===== src/rtl/muldiv_pkg.sv =====
// Shared encodings for the iterative multiply/divide unit.
// Latency: n/a (types and constants only).
// Backpressure: n/a.
package muldiv_pkg;

  localparam logic [2:0] MD_MULT  = 3'd0;
  localparam logic [2:0] MD_MULTU = 3'd1;
  localparam logic [2:0] MD_DIV   = 3'd2;
  localparam logic [2:0] MD_DIVU  = 3'd3;
  localparam logic [2:0] MD_MTHI  = 3'd4;
  localparam logic [2:0] MD_MTLO  = 3'd5;

  typedef enum logic [2:0] {
    ST_IDLE,
    ST_PREP,
    ST_CALC,
    ST_FIX,
    ST_DONE
  } state_t;

endpackage


===== src/rtl/muldiv_iter_core.sv =====
// One shift-add multiply or restoring-divide iteration on unsigned magnitudes.
// Latency: combinational.
// Backpressure: none; the caller decides when to register the step.
module muldiv_iter_core #(
  parameter int WIDTH = 32
) (
  input  logic             is_div,
  input  logic [WIDTH-1:0] acc_hi,
  input  logic [WIDTH-1:0] acc_lo,
  input  logic [WIDTH-1:0] operand,
  output logic [WIDTH-1:0] nxt_hi,
  output logic [WIDTH-1:0] nxt_lo
);

  logic [WIDTH:0] sum;
  logic [WIDTH:0] shifted;
  logic [WIDTH:0] diff;

  always_comb begin
    nxt_hi  = acc_hi;
    nxt_lo  = acc_lo;
    sum     = {1'b0, acc_hi} + (acc_lo[0] ? {1'b0, operand} : '0);
    shifted = {acc_hi, acc_lo[WIDTH-1]};
    diff    = shifted - {1'b0, operand};
    if (is_div) begin
      // Remainder stays below the divisor, so bit WIDTH of diff is the borrow.
      if (!diff[WIDTH]) begin
        nxt_hi = diff[WIDTH-1:0];
        nxt_lo = {acc_lo[WIDTH-2:0], 1'b1};
      end else begin
        nxt_hi = shifted[WIDTH-1:0];
        nxt_lo = {acc_lo[WIDTH-2:0], 1'b0};
      end
    end else begin
      nxt_hi = sum[WIDTH:1];
      nxt_lo = {sum[0], acc_lo[WIDTH-1:1]};
    end
  end

endmodule


===== src/rtl/muldiv_unit.sv =====
// Iterative MULT/MULTU/DIV/DIVU with architectural HI/LO, committed on result handshake.
// Latency: accept at edge N gives out_valid after edge N+WIDTH+3; MTHI/MTLO write at the accept edge.
// Backpressure: result held in DONE while out_ready is low; in_ready is low whenever not idle or cancel.
module muldiv_unit
  import muldiv_pkg::*;
#(
  parameter int WIDTH = 32,
  parameter int CNT_W = $clog2(WIDTH) + 1
) (
  input  logic             clk,
  input  logic             resetn,
  input  logic             in_valid,
  output logic             in_ready,
  input  logic [2:0]       in_op,
  input  logic [WIDTH-1:0] in_a,
  input  logic [WIDTH-1:0] in_b,
  input  logic             cancel,
  output logic             out_valid,
  input  logic             out_ready,
  output logic [WIDTH-1:0] out_hi,
  output logic [WIDTH-1:0] out_lo,
  output logic [WIDTH-1:0] hi,
  output logic [WIDTH-1:0] lo,
  output logic             busy
);

  state_t             state;
  state_t             state_nxt;
  logic               accept;
  logic               op_div;
  logic               op_signed;
  logic               neg_main;
  logic               neg_rem;
  logic [WIDTH-1:0]   opa;
  logic [WIDTH-1:0]   opb;
  logic [WIDTH-1:0]   acc_hi;
  logic [WIDTH-1:0]   acc_lo;
  logic [WIDTH-1:0]   step_hi;
  logic [WIDTH-1:0]   step_lo;
  logic [CNT_W-1:0]   cnt;
  logic [2*WIDTH-1:0] prod;
  logic [2*WIDTH-1:0] prod_fix;
  logic [WIDTH-1:0]   quo_fix;
  logic [WIDTH-1:0]   rem_fix;

  assign in_ready  = (state == ST_IDLE) && !cancel;
  assign accept    = in_valid && in_ready;
  assign out_valid = (state == ST_DONE);
  assign busy      = (state != ST_IDLE);

  assign prod     = {acc_hi, acc_lo};
  assign prod_fix = neg_main ? -prod : prod;
  assign quo_fix  = neg_main ? -acc_lo : acc_lo;
  assign rem_fix  = neg_rem ? -acc_hi : acc_hi;

  muldiv_iter_core #(
    .WIDTH(WIDTH)
  ) u_core (
    .is_div (op_div),
    .acc_hi (acc_hi),
    .acc_lo (acc_lo),
    .operand(opb),
    .nxt_hi (step_hi),
    .nxt_lo (step_lo)
  );

  always_ff @(posedge clk or negedge resetn) begin
    if (!resetn) state <= ST_IDLE;
    else         state <= state_nxt;
  end

  always_comb begin
    state_nxt = state;
    case (state)
      ST_IDLE: if (accept && !in_op[2]) state_nxt = ST_PREP;
      ST_PREP: state_nxt = ST_CALC;
      ST_CALC: if (cnt == '0) state_nxt = ST_FIX;
      ST_FIX:  state_nxt = ST_DONE;
      ST_DONE: if (out_ready) state_nxt = ST_IDLE;
      default: state_nxt = ST_IDLE;
    endcase
    if (cancel) state_nxt = ST_IDLE;
  end

  always_ff @(posedge clk or negedge resetn) begin
    if (!resetn) begin
      hi        <= '0;
      lo        <= '0;
      out_hi    <= '0;
      out_lo    <= '0;
      opa       <= '0;
      opb       <= '0;
      acc_hi    <= '0;
      acc_lo    <= '0;
      cnt       <= '0;
      op_div    <= 1'b0;
      op_signed <= 1'b0;
      neg_main  <= 1'b0;
      neg_rem   <= 1'b0;
    end else begin
      case (state)
        ST_IDLE: begin
          if (accept) begin
            if (in_op == MD_MTHI) hi <= in_a;
            if (in_op == MD_MTLO) lo <= in_a;
            opa       <= in_a;
            opb       <= in_b;
            op_div    <= in_op[1];
            op_signed <= !in_op[0];
          end
        end
        ST_PREP: begin
          // Iterate on magnitudes; signs are restored in FIX.
          neg_main <= op_signed && (opa[WIDTH-1] ^ opb[WIDTH-1]);
          neg_rem  <= op_signed && opa[WIDTH-1];
          acc_lo   <= (op_signed && opa[WIDTH-1]) ? -opa : opa;
          opb      <= (op_signed && opb[WIDTH-1]) ? -opb : opb;
          acc_hi   <= '0;
          cnt      <= CNT_W'(WIDTH);
        end
        ST_CALC: begin
          if (cnt != '0) begin
            acc_hi <= step_hi;
            acc_lo <= step_lo;
            cnt    <= cnt - CNT_W'(1);
          end
        end
        ST_FIX: begin
          out_hi <= op_div ? rem_fix : prod_fix[2*WIDTH-1:WIDTH];
          out_lo <= op_div ? quo_fix : prod_fix[WIDTH-1:0];
        end
        ST_DONE: begin
          if (out_ready && !cancel) begin
            hi <= out_hi;
            lo <= out_lo;
          end
        end
        default: ;
      endcase
    end
  end

endmodule


===== config.mk =====
export PLATFORM = sky130hd
export DESIGN_NAME = muldiv_unit
export DESIGN_NICKNAME = d
export VERILOG_FILES = /design/src/rtl/muldiv_pkg.sv /design/src/rtl/muldiv_iter_core.sv /design/src/rtl/muldiv_unit.sv
export SDC_FILE = /design/constraint.sdc
export NUM_CORES = 1
export LEC_CHECK = 0
export BUFFER_PORTS_ARGS = -buffer_cell sky130_fd_sc_hd__buf_2
export CAP_MARGIN = 20
export CORE_ASPECT_RATIO = 0.75
export CORE_MARGIN = 3
export CORE_UTILIZATION = 60
export DETAILED_ROUTE_END_ITERATION = 7
export HOLD_SLACK_MARGIN = 0.06
export MAX_ROUTING_LAYER = met4
export PLACE_DENSITY = 0.81
export SYNTH_ARGS = -nofsm -noshare
export SYNTH_HDL_FRONTEND = slang
export SYNTH_HIERARCHICAL = 1
export SYNTH_SLANG_ARGS = --single-unit
export TNS_END_PERCENT = 100

===== constraint.sdc =====
create_clock -name clk -period 4.6 [get_ports clk]
set_input_delay 0 -clock clk [delete_from_list [all_inputs] [get_ports clk]]
set_output_delay 0 -clock clk [all_outputs]
set_load 0.01 [all_outputs]

==> Word-level counts from Yosys, hierarchy flattened <==
Cells that the tools add are included.
W data, S select, Z words.
{ "op_classes": {"reduce_logical": 23, "n_div": 0, "add_sub_neg": 8, "n_lt_le_gt_ge": 0, "mul": 0, "n_eq_ne": 15, "shifts": 0, "mux": 33, "bitwise_logic": 1} }
{ "op_table": {"columns": ["op", "n"], "rows": [
  ["$mux W32", 19],
  ["$pmux W32 S2", 5],
  ["$neg A32 Y32", 4],
  ["$mux W64", 1],
  ["$neg A64 Y64", 1],
  ["$add A32 B33 Y33", 1],
  ["$sub A33 B32 Y33", 1],
  ["$pmux W3 S5", 1],
  ["$mux W3", 4],
  ["$pmux W6 S2", 1],
  ["$eq A3 B3 Y1 const B", 3],
  ["$reduce_and A4 Y1", 2],
  ["$logic_and A1 B1 Y1", 7],
  ["$eq A3 B2 Y1 const B", 2],
  ["$logic_not A6 Y1", 1],
  ["$mux W6", 1],
  ["$ne A2 B1 Y1 const B", 3],
  ["$ne A2 B2 Y1 const B", 3],
  ["$ne A3 B2 Y1 const B", 2],
  ["$reduce_and A3 Y1", 2],
  ["$reduce_bool A2 Y1", 3],
  ["$reduce_bool A6 Y1", 1],
  ["$sub A6 B1 Y6 const B", 1],
  ["$reduce_and A2 Y1", 2],
  ["7 further kinds", 9]
]} }
{ "word_totals": {"memories": 0, "ramBits": 0, "regBits": 269, "elab_cells": 94, "rom_bits": 0, "inputBits": 72, "latch_bits": 0} }

==> Logic depth before layout (Yosys ltp) <==
Gate-level depths: netlist of run 1.
{ "logic_depth": {"word_depth": 7, "ltp_mapped": 16} }

==> Modules after synthesis <==
The synthesis of run 1 kept the hierarchy.
{ "modules_own_cells": {"columns": ["module", "n_inst", "cells_each", "area_each_um2", "seq_area_each_um2"], "rows": [
  ["muldiv_unit", 1, 1696, 14258.7, 6731.5],
  ["muldiv_iter_core", 1, 688, 4820.9, 0.0]
]} }

==> Worst setup path before layout of run 1 <==
Ideal clock, no wire load.
{ "synth_path": {"path_type": "reg2reg", "start": "register acc_lo[0]", "end": "register acc_hi[31]", "path_slack_ps": 1310, "synth_period_minus_slack_ps": 3290, "stages_incl_launch_ff": 16, "t_arrival_ps": 3162, "required_time_ps": 4472, "setup_ps": 128, "cell_sequence": "dfrtp_1 -> clkbuf_1 -> and2_1 -> ha_1 -> fa_1 -> a211oi_2 -> o21a_1 -> o21bai_1 -> a2111oi_2 -> nor3_1 -> o41ai_2 -> nor2_1 -> a2111oi_0 -> a21oi_1 -> nand2_1 -> o21ai_0"} }
{ "synth_via": {"elab_chain_cells": 5} }
{ "synth_lines": {"columns": ["item", "line", "source"], "rows": [
  ["from (decl)", "muldiv_unit.sv:37", "logic [WIDTH-1:0] acc_lo;"],
  ["from (signal assigned)", "muldiv_unit.sv:116", "acc_lo <= (op_signed && opa[WIDTH-1]) ? -opa : opa;"],
  ["from (signal assigned)", "muldiv_unit.sv:124", "acc_lo <= step_lo;"],
  ["$mux W32", "muldiv_iter_core.sv:22", "sum = {1'b0, acc_hi} + (acc_lo[0] ? {1'b0, operand} : '0);"],
  ["$add A32 B33 Y33", "muldiv_iter_core.sv:22", null],
  ["$mux W32", "muldiv_iter_core.sv:25", "if (is_div) begin"],
  ["via step_hi[31]", "muldiv_unit.sv:38", "logic [WIDTH-1:0] step_hi;"],
  ["$mux W32", "muldiv_unit.sv:122", "if (cnt != '0) begin"],
  ["$pmux W32 S2", "muldiv_unit.sv:101", "case (state)"],
  ["to (signal assigned)", "muldiv_unit.sv:123", "acc_hi <= step_hi;"],
  ["to (decl)", "muldiv_unit.sv:36", "logic [WIDTH-1:0] acc_hi;"]
]} }
The timed path passes the listed nets, and every way through them passes these cells. The select of a mux whose other input is x is not followed.
A chain may end at the register's enable or synchronous reset.

==> Worst setup path in the final report of run 1 <==
{ "layout_path": {"start": "register acc_hi[0]", "end": "register acc_hi[9]"} }
{ "layout_via": {"elab_chain_cells": 5, "word_cells_on_any_way": 6, "classes_between": "add/sub (2); mux (4)"} }
{ "layout_lines": {"columns": ["item", "line", "source"], "rows": [
  ["$sub A33 B32 Y33", "muldiv_iter_core.sv:24", "diff = shifted - {1'b0, operand};"],
  ["$mux W32", "muldiv_iter_core.sv:27", "if (!diff[WIDTH]) begin"],
  ["$mux W32 (*)", "muldiv_iter_core.sv:25", null],
  ["via step_hi[9]", "muldiv_unit.sv:38", null],
  ["$mux W32 (*)", "muldiv_unit.sv:122", null],
  ["$pmux W32 S2 (*)", "muldiv_unit.sv:101", null]
]} }
Mark *: on every way through the listed nets, which the timed path passes. The rest lies on a longest branch. The select of a mux whose other input is x is not followed.

==> results.py, run 1 <==
metrics = {
    "critical_path": {
        "crit_fanout": 23,
        "worst_ep_arrival_time_ns": 4.43,
        "slowest_delay_ns": 0.55,
        "slowest_stage": "dfrtp_1",
        "critical_path_class": "flip-flop to flip-flop",
        "start_kind": "flip-flop",
        "path_cells": "inv_1 -> fa_1 -> nor2b_1 -> o31ai_1 -> a21o_1 -> o211ai_4 -> a31oi_4 -> o211ai_4 -> buf_4 -> nor2_1 -> a211oi_1 -> a21oi_1 -> nand2_1 -> o21ai_0",
        "endpoint_kind": "flip-flop",
        "crit_path_frequent_cell": "o211ai_4",
        "crit_required_ns": 5.01,
    },
    "timing": {
        "tightestPinTransition_ns": 1.08,
        "setup_tns_ns": 0,
        "post-route-min-period_ns": 4.02,
        "maxSlewHeadroom_pct": 27.6,
        "fmaxAchievable_mhz": 249,
        "rsz0062_at_grt": "no",
        "finalHoldViolCount": 0,
        "report.final.setup_viol": 0,
        "finalCritPeriodShare_pct": 87.4,
        "clock_skew_ns": 0.0162,
        "slew_violations": 0,
    },
    "cells_and_area": {
        "fin_util_pct": 72.8,
        "fin_area_um2": 22400,
        "final_cell_mix": "386 x nand2_1, 268 x dfrtp_1, 241 x o21ai_0",
        "layout-drive-gt1-share_pct": 14.5,
        "final_common_cell": "nand2_1",
        "seq_area_um2": 6730,
        "multiInputGateArea_um2": 11500,
        "area_delta_synth_final_pct": 17.4,
        "fin_nets": 2767,
        "fillers": 2345,
    },
    "power": {
        "combPwrFrac_pct": 43.3,
        "p_leak_nw": 10.4,
        "seq_power_share_pct": 34.6,
        "switching_share_pct": 43.9,
        "pwr_density_cell_nw_per_um2": 511,
        "internal-power_mw": 6.43,
        "irDropWorstVdd_v": 0.000453,
        "switchingPower_mw": 5.02,
        "pwr-share-clk_pct": 22.1,
    },
    "placed_design": {
        "io_buffer_count": 202,
        "postPlaceCellArea_um2": 20400,
        "gp_congestion": 1.02,
        "dp_hpwl_mm": 51.7,
    },
    "global_route": {
        "gr-total-overflow": 0,
        "grt_first_pass_wirelength_mm": 110,
        "grt_max_degree": 99,
        "grt_use_total_pct": 42.9,
        "grt_pass1_vias": 18765,
        "antenna_found_initial": 3,
    },
    "cts": {
        "numCtsBuffers": 28,
        "cts_buffer_depth": 3,
        "cts_tree": "built",
        "clock_latency_ns": 0.57,
        "ctsResizeCount": 0,
        "cts_hold_buf": 95,
        "h-tree-depth": 1,
        "path_clk_slew_ns": 0.07,
        "clock_sinks": 269,
        "cts_root_buf": "clkbuf_16",
        "postCtsSetupBuffers": 0,
    },
    "synth": {
        "yosysWarningCount": 6,
        "synthCells": 2384,
        "synth.distinct_cells": 90,
        "seq_area_frac_synth_pct": 35.3,
        "synth_nets": 2528,
        "synthFlopType": "dfrtp_1",
        "postSynthAreaPerCell_um2": 8.00,
        "synthArstFlopShare_pct": 100,
        "syn_area_um2": 19100,
        "synth-edff-count": 0,
        "ys_ff_latch": 269,
    },
    "flow_run": {
        "drv_cap": 0,
    },
    "detailed_routing": {
        "detail_route.wl_per_cell_um": 23.9,
        "ant_nets": 0,
        "drc": 1,
        "initialDrtViolationCount": 2912,
        "firstDrtPassIters": 8,
        "routed_wl_mm": 72.6,
        "drt-vias-per-instance": 6.66,
        "num_vias": 20293,
    },
    "die": {
        "initial_core_util_pct": 62.0,
        "ioPinCount": 203,
        "die_x_um": 212,
        "fp.dieH_um": 160,
        "coreArea_um2": 30800,
        "std_cell_rows": 55,
        "die_area_um2": 34000,
    },
    "run_status": {
        "status": "finished, violations left",
        "failed_checks": "design-rule violations",
    },
    "worst_hold_path": {
        "hp-class": "primary input to async pin",
    },
}
-- synthesized netlist by cell type (6+ instances only) --
cell type	number	share of area, %
and3_1	18	0.59
o21bai_1	8	0.31
nand4_1	27	0.89
o21ai_0	241	6.3
nor3_1	64	1.7
a21oi_2	11	0.50
a31oi_1	20	0.66
ha_1	70	4.6
or4_1	16	0.63
o31ai_1	18	0.71
o311ai_0	6	0.28
xor2_1	81	3.7
and2_1	38	1.2
a32oi_1	7	0.32
dfrtp_1	269	35
nor4_1	36	1.2
a221o_1	19	1.0
o21a_1	10	0.39
o41ai_1	12	0.55
a21o_1	41	1.6
buf_1	13	0.26
nor3b_1	11	0.43
a21oi_1	230	6.0
nand2b_1	12	0.39
nand3_1	43	1.1
nor2_1	168	3.3
o211ai_1	14	0.55
clkbuf_1	100	2.0
buf_2	17	0.45
buf_6	6	0.35
xnor2_1	56	2.6
nor2b_1	43	1.4
nand2_1	386	7.6
inv_1	64	1.3
o22ai_1	8	0.26
mux2_2	31	1.8
mux2i_1	7	0.37
o21ai_1	12	0.31
a211oi_1	15	0.59
or3_1	27	0.89
-- area by class of cell --
cell class | instances | area share (%)
Inverter | 66 | 1.11
Clock inverter | 12 | 0.883
Clock buffer | 40 | 3.60
Antenna cell | 1 | 0.0112
Multi-Input combinational cell | 1911 | 51.6
Sequential cell | 269 | 30.1
Timing Repair Buffer | 347 | 10.5
Tap cell | 399 | 2.23
-- flip-flops by register name, summed over array words and instances (netlist names), 3 cells and up --
name and count:
out_lo 32, opb 32, state 3, acc_lo 32
cnt 6, opa 32, lo 32, out_hi 32
acc_hi 32, hi 32
-- path summary, 6_finish.rpt --
kind	start	end	slack, ns	cells after the start
setup / recovery	acc_hi[0]	acc_hi[9]	0.58	14
hold / removal	resetn	acc_hi[13]	0.03	2
setup reg to reg	acc_hi[0]	acc_hi[9]	0.58	14
hold reg to reg	hi[11]	hi[11]	0.48	2
max in group asynchronous	resetn	lo[2]	3.15	3
min in group clk	in_valid	opa[3]	0.09	5
-- metrics by stage --
stage / hold slack (ns) / instances / power (mW) / worst slack (ns)
finish: 0.0326 / 3045 / 11.4 / 0.580
global route: 0.114 / 3045 / 12.0 / 0.332
CTS: 0.0602 / 3044 / 11.2 / 0.708
detailed placement: 0.0822 / 2897 / 8.53 / 0.728
global placement: 0.0794 / 2897 / 8.42 / 0.848
floorplan: -0.296 / 2384 / 6.68 / 1.31
-- worst max-delay path, delay by kind of cell (launching register included) --
kind / cells / cell delay (ns)
buf+inv: 2 / 0.52
fa+ha+maj: 1 / 0.51
compound gates: 8 / 1.89
simple gates: 3 / 0.38
flops: 1 / 0.55
-- power groups by stage --
stage,Combinational [mW],Clock [mW],Sequential [mW]
2_1_floorplan,2.89,0,3.79
3_3_place_gp,4.54,0,3.88
3_5_place_dp,4.61,0,3.92
4_1_cts,4.75,2.53,3.88
5_1_grt,5.35,2.62,4.03
6_report,4.95,2.53,3.96
-- logic make-up after synthesis --
logic type,count (synthesis),share of synthesized area [%]
buffers and inverters,204,4.44
flip-flops,269,35.3
multiplexers,39,2.26
AO/OA/AOI/OAI,736,23.8
XOR/XNOR,137,6.29
AND/OR/NAND/NOR,927,23.2
adder cells (fa/ha/maj),72,4.80
-- per-layer routing --
metal | global-route usage [%] | vias up | routed length [um]
met4 | 8.43 | 0 | 1550
met2 | 56.7 | 1410 | 29000
met3 | 17.4 | 139 | 11200
met1 | 61.7 | 9718 | 30800
li1 | - | 9026 | -
met5 | - | - | 0
No activity file was read; power rests on OpenSTA's default activity.
==> inputs of run 2 (changes only) <==
--- a/config.mk
+++ b/config.mk
@@ -13,9 +13,8 @@
 export DETAILED_ROUTE_END_ITERATION = 7
 export HOLD_SLACK_MARGIN = 0.06
 export MAX_ROUTING_LAYER = met4
-export PLACE_DENSITY = 0.81
+export PLACE_DENSITY = 0.82
 export SYNTH_ARGS = -nofsm -noshare
 export SYNTH_HDL_FRONTEND = slang
-export SYNTH_HIERARCHICAL = 1
 export SYNTH_SLANG_ARGS = --single-unit
 export TNS_END_PERCENT = 100
==> run 2 against run 1 <==
Net effect: the flow now finishes without violations; via count is 11% lower; final area is 7.6% lower; worst setup slack better by 0.077 ns; first-iteration DRC count is 15% lower; die area is 7.8% lower.
==> results.py, run 2 <==
metrics = {
    "timing": {
        "report.final.setup_viol": 0,
        "post-route-min-period_ns": 3.94,
        "tightestPinTransition_ns": 1.07,
        "finalCritPeriodShare_pct": 85.7,
        "fmaxAchievable_mhz": 254,
        "slew_violations": 0,
        "maxSlewHeadroom_pct": 28.6,
        "rsz0062_at_grt": "no",
        "setup_tns_ns": 0,
        "finalHoldViolCount": 0,
        "clock_skew_ns": 0.0145,
    },
    "cells_and_area": {
        "fin_util_pct": 72.9,
        "area_delta_synth_final_pct": 17.9,
        "layout-drive-gt1-share_pct": 13.0,
        "fin_nets": 2522,
        "final_cell_mix": "328 x nand2_1, 268 x dfrtp_1, 245 x a21oi_1",
        "fillers": 2212,
        "final_common_cell": "nand2_1",
    },
    "cts": {
        "cts_tree": "built",
        "numCtsBuffers": 27,
        "postCtsSetupBuffers": 0,
        "cts_buffer_depth": 3,
        "cts_root_buf": "clkbuf_16",
        "clock_sinks": 269,
        "h-tree-depth": 1,
        "path_clk_slew_ns": 0.07,
        "clock_latency_ns": 0.56,
    },
    "die": {
        "std_cell_rows": 53,
        "die_x_um": 203,
        "die_area_um2": 31400,
        "coreArea_um2": 28400,
        "fp.dieH_um": 154,
        "initial_core_util_pct": 61.8,
        "ioPinCount": 203,
    },
    "detailed_routing": {
        "initialDrtViolationCount": 2464,
        "drt-vias-per-instance": 6.46,
        "detail_route.wl_per_cell_um": 23.1,
        "routed_wl_mm": 64.3,
        "firstDrtPassIters": 7,
        "num_vias": 18011,
        "drc": 0,
        "ant_nets": 0,
    },
    "placed_design": {
        "gp_congestion": 1.06,
        "io_buffer_count": 202,
        "dp_hpwl_mm": 45.3,
    },
    "synth": {
        "postSynthAreaPerCell_um2": 8.15,
        "synth_nets": 2298,
        "yosys.area.top_type": "dfrtp_1",
        "syn_area_um2": 17600,
        "synth.most_common_cell": "nand2_1",
        "synth_top_area_share_pct": 38.4,
        "yosysWarningCount": 0,
        "seq_area_frac_synth_pct": 38.4,
        "synth.distinct_cells": 75,
        "synth-edff-count": 0,
        "ys_top_cells_by_count": "328 x nand2_1, 269 x dfrtp_1, 245 x a21oi_1",
        "synthFlopType": "dfrtp_1",
        "ys_ff_latch": 269,
        "synthCells": 2154,
        "ys_top_cells_by_area": "dfrtp_1 38%, nand2_1 7.0%, a21oi_1 7.0%, o21ai_0 6.8%, ha_1 5.0%",
        "synthArstFlopShare_pct": 100,
    },
    "power": {
        "pwr_density_cell_nw_per_um2": 686,
        "p_leak_nw": 9.69,
        "p_total_mw": 14.2,
        "irDropWorstVdd_v": 0.000423,
    },
    "flow_run": {
        "drv_cap": 0,
    },
    "global_route": {
        "antenna_found_initial": 4,
        "grt_pass1_vias": 16684,
        "grt_max_degree": 130,
        "grt_use_total_pct": 41.3,
        "grt_first_pass_wirelength_mm": 98.4,
        "gr-total-overflow": 0,
    },
    "critical_path": {
        "endpoint_kind": "flip-flop",
        "start_kind": "flip-flop",
        "crit_required_ns": 5.04,
        "critical_path_class": "flip-flop to flip-flop",
        "worst_ep_arrival_time_ns": 4.38,
        "crit_fanout": 13,
    },
    "worst_hold_path": {
        "hp-class": "primary input to async pin",
    },
    "run_status": {
        "status": "finished clean",
    },
}
## run 2: changes by cell type after synthesis, sizes merged, moves of 22 or more
cell and change:
and2 -30, nor3 -33, mux2i +30, nand2 -60, xnor2 +22, mux2 -29
## run 2: path summary, 6_finish.rpt
kind	from	endpoint	slack, ns	cells past startpoint
worst max-delay path	acc_lo[11]	out_hi[4]	0.66	10
worst min-delay path	resetn	opb[20]	0.07	2
worst max register to register	acc_lo[11]	out_hi[4]	0.66	10
worst min register to register	out_lo[15]	out_lo[15]	0.51	2
max in group asynchronous	resetn	op_div	3.30	3
min in group clk	in_valid	opa[3]	0.08	5
## run 2: cell families after synthesis
kind of cell / Yosys count / synth area share (%)
buffers and inverters: 186 / 4.04
adders and majority gates: 72 / 5.22
DFF: 269 / 38.4
xor gates and xnor gates: 152 / 7.59
and+or+nand+nor: 758 / 19.9
muxes: 40 / 2.30
AOI/OAI and AO/OA: 677 / 22.6
## run 2: what timing repair did
action,4_1_cts,5_1_grt
hold endpoints to repair,228,0
resized for setup,0,0
hold buffers,83,0
## run 2: critical path, cell delays in order (launching register included)
cell,delay (ns)
dfrtp_1,0.43
or4_4,0.59
nor3_1,0.34
nand3_2,0.18
or4_4,0.54
or3_1,0.35
nor4_1,0.30
nand2b_1,0.47
o21ai_0,0.20
xnor2_1,0.16
o21ai_0,0.26
## run 2: layout make-up
cell class	instances	area [um2]	area share (%)
Antenna cell	4	10.0	0.0484
Clock buffer	39	791	3.82
Clock inverter	9	151	0.732
Inverter	64	240	1.16
Multi-Input combinational cell	1699	10200	49.1
Sequential cell	269	6730	32.5
Tap cell	385	482	2.33
Timing Repair Buffer	317	2120	10.3
## run 2: per-stage QoR
step	area [um2]	instances	setup WS [ns]	hold slack [ns]
floorplan	17600	2154	1.07	-0.296
global route	20700	2784	0.423	0.136
detailed placement	18900	2649	0.814	0.112
finish	20700	2786	0.658	0.0691
global placement	18900	2649	0.874	0.107
CTS	20600	2780	0.756	0.0603
## run 2: routing by layer
layer	track usage [%]	wire length, um
met5	-	0
met4	8.25	1760
met3	15.0	9870
met2	53.4	25200
met1	61.8	27500
## run 2: where the power goes
| part | total (mW) | leakage (nW) | internal, mW | switching [mW] |
|---|---|---|---|---|
| logic | 7.18 | 5.84 | 2.83 | 4.35 |
| clock network | 2.41 | 0.462 | 1.41 | 0.999 |
| registers | 4.61 | 3.39 | 3.27 | 1.33 |
| total | 14.2 | 9.69 | 7.51 | 6.69 |
==> inputs of run 3 (changes only) <==
==> constraint.sdc (replaced) <==
create_clock -name clk -period 3.8 [get_ports clk]
set_input_delay 0 -clock clk [delete_from_list [all_inputs] [get_ports clk]]
set_output_delay 0 -clock clk [all_outputs]
set_load 0.01 [all_outputs]
==> run 3 against run 2 <==
Net effect: the flow now finishes with violations (design-rule violations, negative setup slack); utilization rose by 2.9 points; global-route usage rose by 1.5 points; sequential share of layout area fell by 1.2 points; via count rose by 2.8%; die area did not move; final cell count rose by 2.9%; routed wire length rose by 4.4%; non-clock buffer count rose by 71; critical endpoint is now out_hi[25]; power rose by 28%; highest routed layer unchanged; final area rose by 4.0%.
==> results.py, run 3 (synthesis results as in run 2) <==
metrics = {
    "timing": {
        "finalWorstSetupSlack_ns": -0.0466,
        "post-route-min-period_ns": 3.85,
        "finalHoldViolCount": 0,
        "clock_skew_ns": 0.0187,
        "report.final.setup_viol": 1,
        "maxSlewHeadroom_pct": 20.5,
        "timing.hold.ws_ns": 0.107,
        "setup_tns_ns": -0.0466,
        "rsz0062_at_grt": "yes",
        "fmaxAchievable_mhz": 260,
        "slew_violations": 0,
        "tightestPinTransition_ns": 1.19,
        "finalCritPeriodShare_pct": 101,
    },
    "global_route": {
        "grt_pass1_vias": 17291,
        "gr-total-overflow": 0,
        "grt_max_degree": 99,
        "grt_use_total_pct": 42.8,
        "grt_first_pass_wirelength_mm": 101,
        "antenna_found_initial": 4,
    },
    "cts": {
        "cts_root_buf": "clkbuf_16",
        "numCtsBuffers": 28,
        "clock_sinks": 269,
        "cts_buffer_depth": 3,
        "cts_tree": "built",
        "path_clk_slew_ns": 0.07,
        "clock_latency_ns": 0.58,
        "h-tree-depth": 1,
    },
    "cells_and_area": {
        "fin_area_um2": 21500,
        "area_delta_synth_final_pct": 22.6,
        "final_common_cell": "nand2_1",
        "final_cells": 2866,
        "final_cell_mix": "328 x nand2_1, 264 x dfrtp_1, 243 x a21oi_1",
        "layout-drive-gt1-share_pct": 15.7,
        "fin_util_pct": 75.8,
        "fin_nets": 2594,
    },
    "detailed_routing": {
        "num_vias": 18521,
        "firstDrtPassIters": 8,
        "routed_wl_mm": 67.2,
        "drt-vias-per-instance": 6.46,
        "detail_route.wl_per_cell_um": 23.4,
        "ant_nets": 0,
        "drc": 5,
        "initialDrtViolationCount": 2804,
    },
    "critical_path": {
        "crit_fanout": 6,
        "slowest_delay_ns": 0.58,
        "endpoint_kind": "flip-flop",
        "slowest_stage": "or4_4",
        "start_kind": "flip-flop",
        "path_cells": "or4_4 -> nor4_4 -> nand3_2 -> or4_4 -> or3_4 -> nor4_4 -> buf_4 -> o21ai_4 -> o31ai_2 -> xor2_1 -> o21ai_1",
        "startpoint": "acc_lo[16]",
        "r2r_start": "acc_lo[16]",
        "worst_ep_arrival_time_ns": 4.26,
        "critical_path_class": "flip-flop to flip-flop",
        "crit_required_ns": 4.21,
    },
    "placed_design": {
        "dp_hpwl_mm": 47.4,
        "gp_congestion": 1.09,
        "postPlaceCellArea_um2": 19300,
        "dp_cells": 2697,
        "dp_slack_ns": 0.0919,
        "io_buffer_count": 202,
    },
    "power": {
        "internal-power_mw": 9.73,
        "pwr_density_cell_nw_per_um2": 843,
        "seq_power_share_pct": 29.5,
        "pwr-share-clk_pct": 18.2,
        "switchingPower_mw": 8.41,
        "p_total_mw": 18.1,
        "switching_share_pct": 46.4,
        "combPwrFrac_pct": 52.3,
        "irDropWorstVdd_v": 0.000448,
        "p_leak_nw": 10.1,
    },
    "die": {
        "initial_core_util_pct": 61.8,
        "ioPinCount": 203,
        "die_area_um2": 31400,
        "die_x_um": 203,
        "std_cell_rows": 53,
        "coreArea_um2": 28400,
        "fp.dieH_um": 154,
    },
    "run_status": {
        "status": "finished, violations left",
        "failed_checks": "design-rule violations, negative setup slack",
    },
    "flow_run": {
        "drv_cap": 0,
    },
    "worst_hold_path": {
        "hp-class": "primary input to async pin",
    },
}
-- run 3: layout make-up --
cell class,count,area [um2]
Inverter,64,240
Timing Repair Buffer,388,2730
Tap cell,385,482
Multi-Input combinational cell,1699,10200
Clock buffer,33,771
Sequential cell,269,6740
Fill cell,2031,6860
Clock inverter,19,317
Antenna cell,9,22.5
-- run 3: power by group through the flow --
stage,clock (mW),combinational (mW),sequential [mW]
finish,3.31,9.49,5.35
CTS,3.29,9.04,5.25
global route,3.41,10.3,5.45
global placement,0,8.66,5.23
detailed placement,0,8.79,5.27
floorplan,0,5.49,5.19
-- run 3: repair_timing --
| action | 4_1_cts | 5_1_grt |
|---|---|---|
| resized for setup | 0 | 20 |
| setup endpoints to repair | 0 | 30 |
| endpoints found under the hold margin | 224 | 0 |
| hold buffers | 98 | 0 |
| setup buffers | 0 | 9 |
-- run 3: worst max-delay path, delay by kind of cell, from the launching register on --
family / cells / cell delay (ns)
and+or+nand+nor: 6 / 2.38
buffers and inverters: 1 / 0.24
DFF: 1 / 0.44
xor gates and xnor gates: 1 / 0.22
AOI/OAI and AO/OA: 3 / 0.40
-- run 3: worst paths after layout --
| kind | to | slack [ns] | cells after the start |
|---|---|---|---|
| hold reg to reg | out_lo[14] | 0.52 | 2 |
| setup / recovery | out_hi[25] | -0.05 | 11 |
| hold / removal | opb[17] | 0.11 | 2 |
| max in group asynchronous | op_div | 2.69 | 3 |
| min in group clk | opa[16] | 0.13 | 5 |
| setup reg to reg | out_hi[25] | -0.05 | 11 |
-- run 3: per-layer routing --
| layer | GRT usage, % | routed length (um) | vias to the layer above |
|---|---|---|---|
| met2 | 55.5 | 26400 | 1293 |
| met4 | 9.20 | 1890 | 0 |
| li1 | - | - | 8184 |
| met3 | 18.5 | 11000 | 178 |
| met1 | 61.6 | 27900 | 8866 |
| met5 | - | 0 | - |
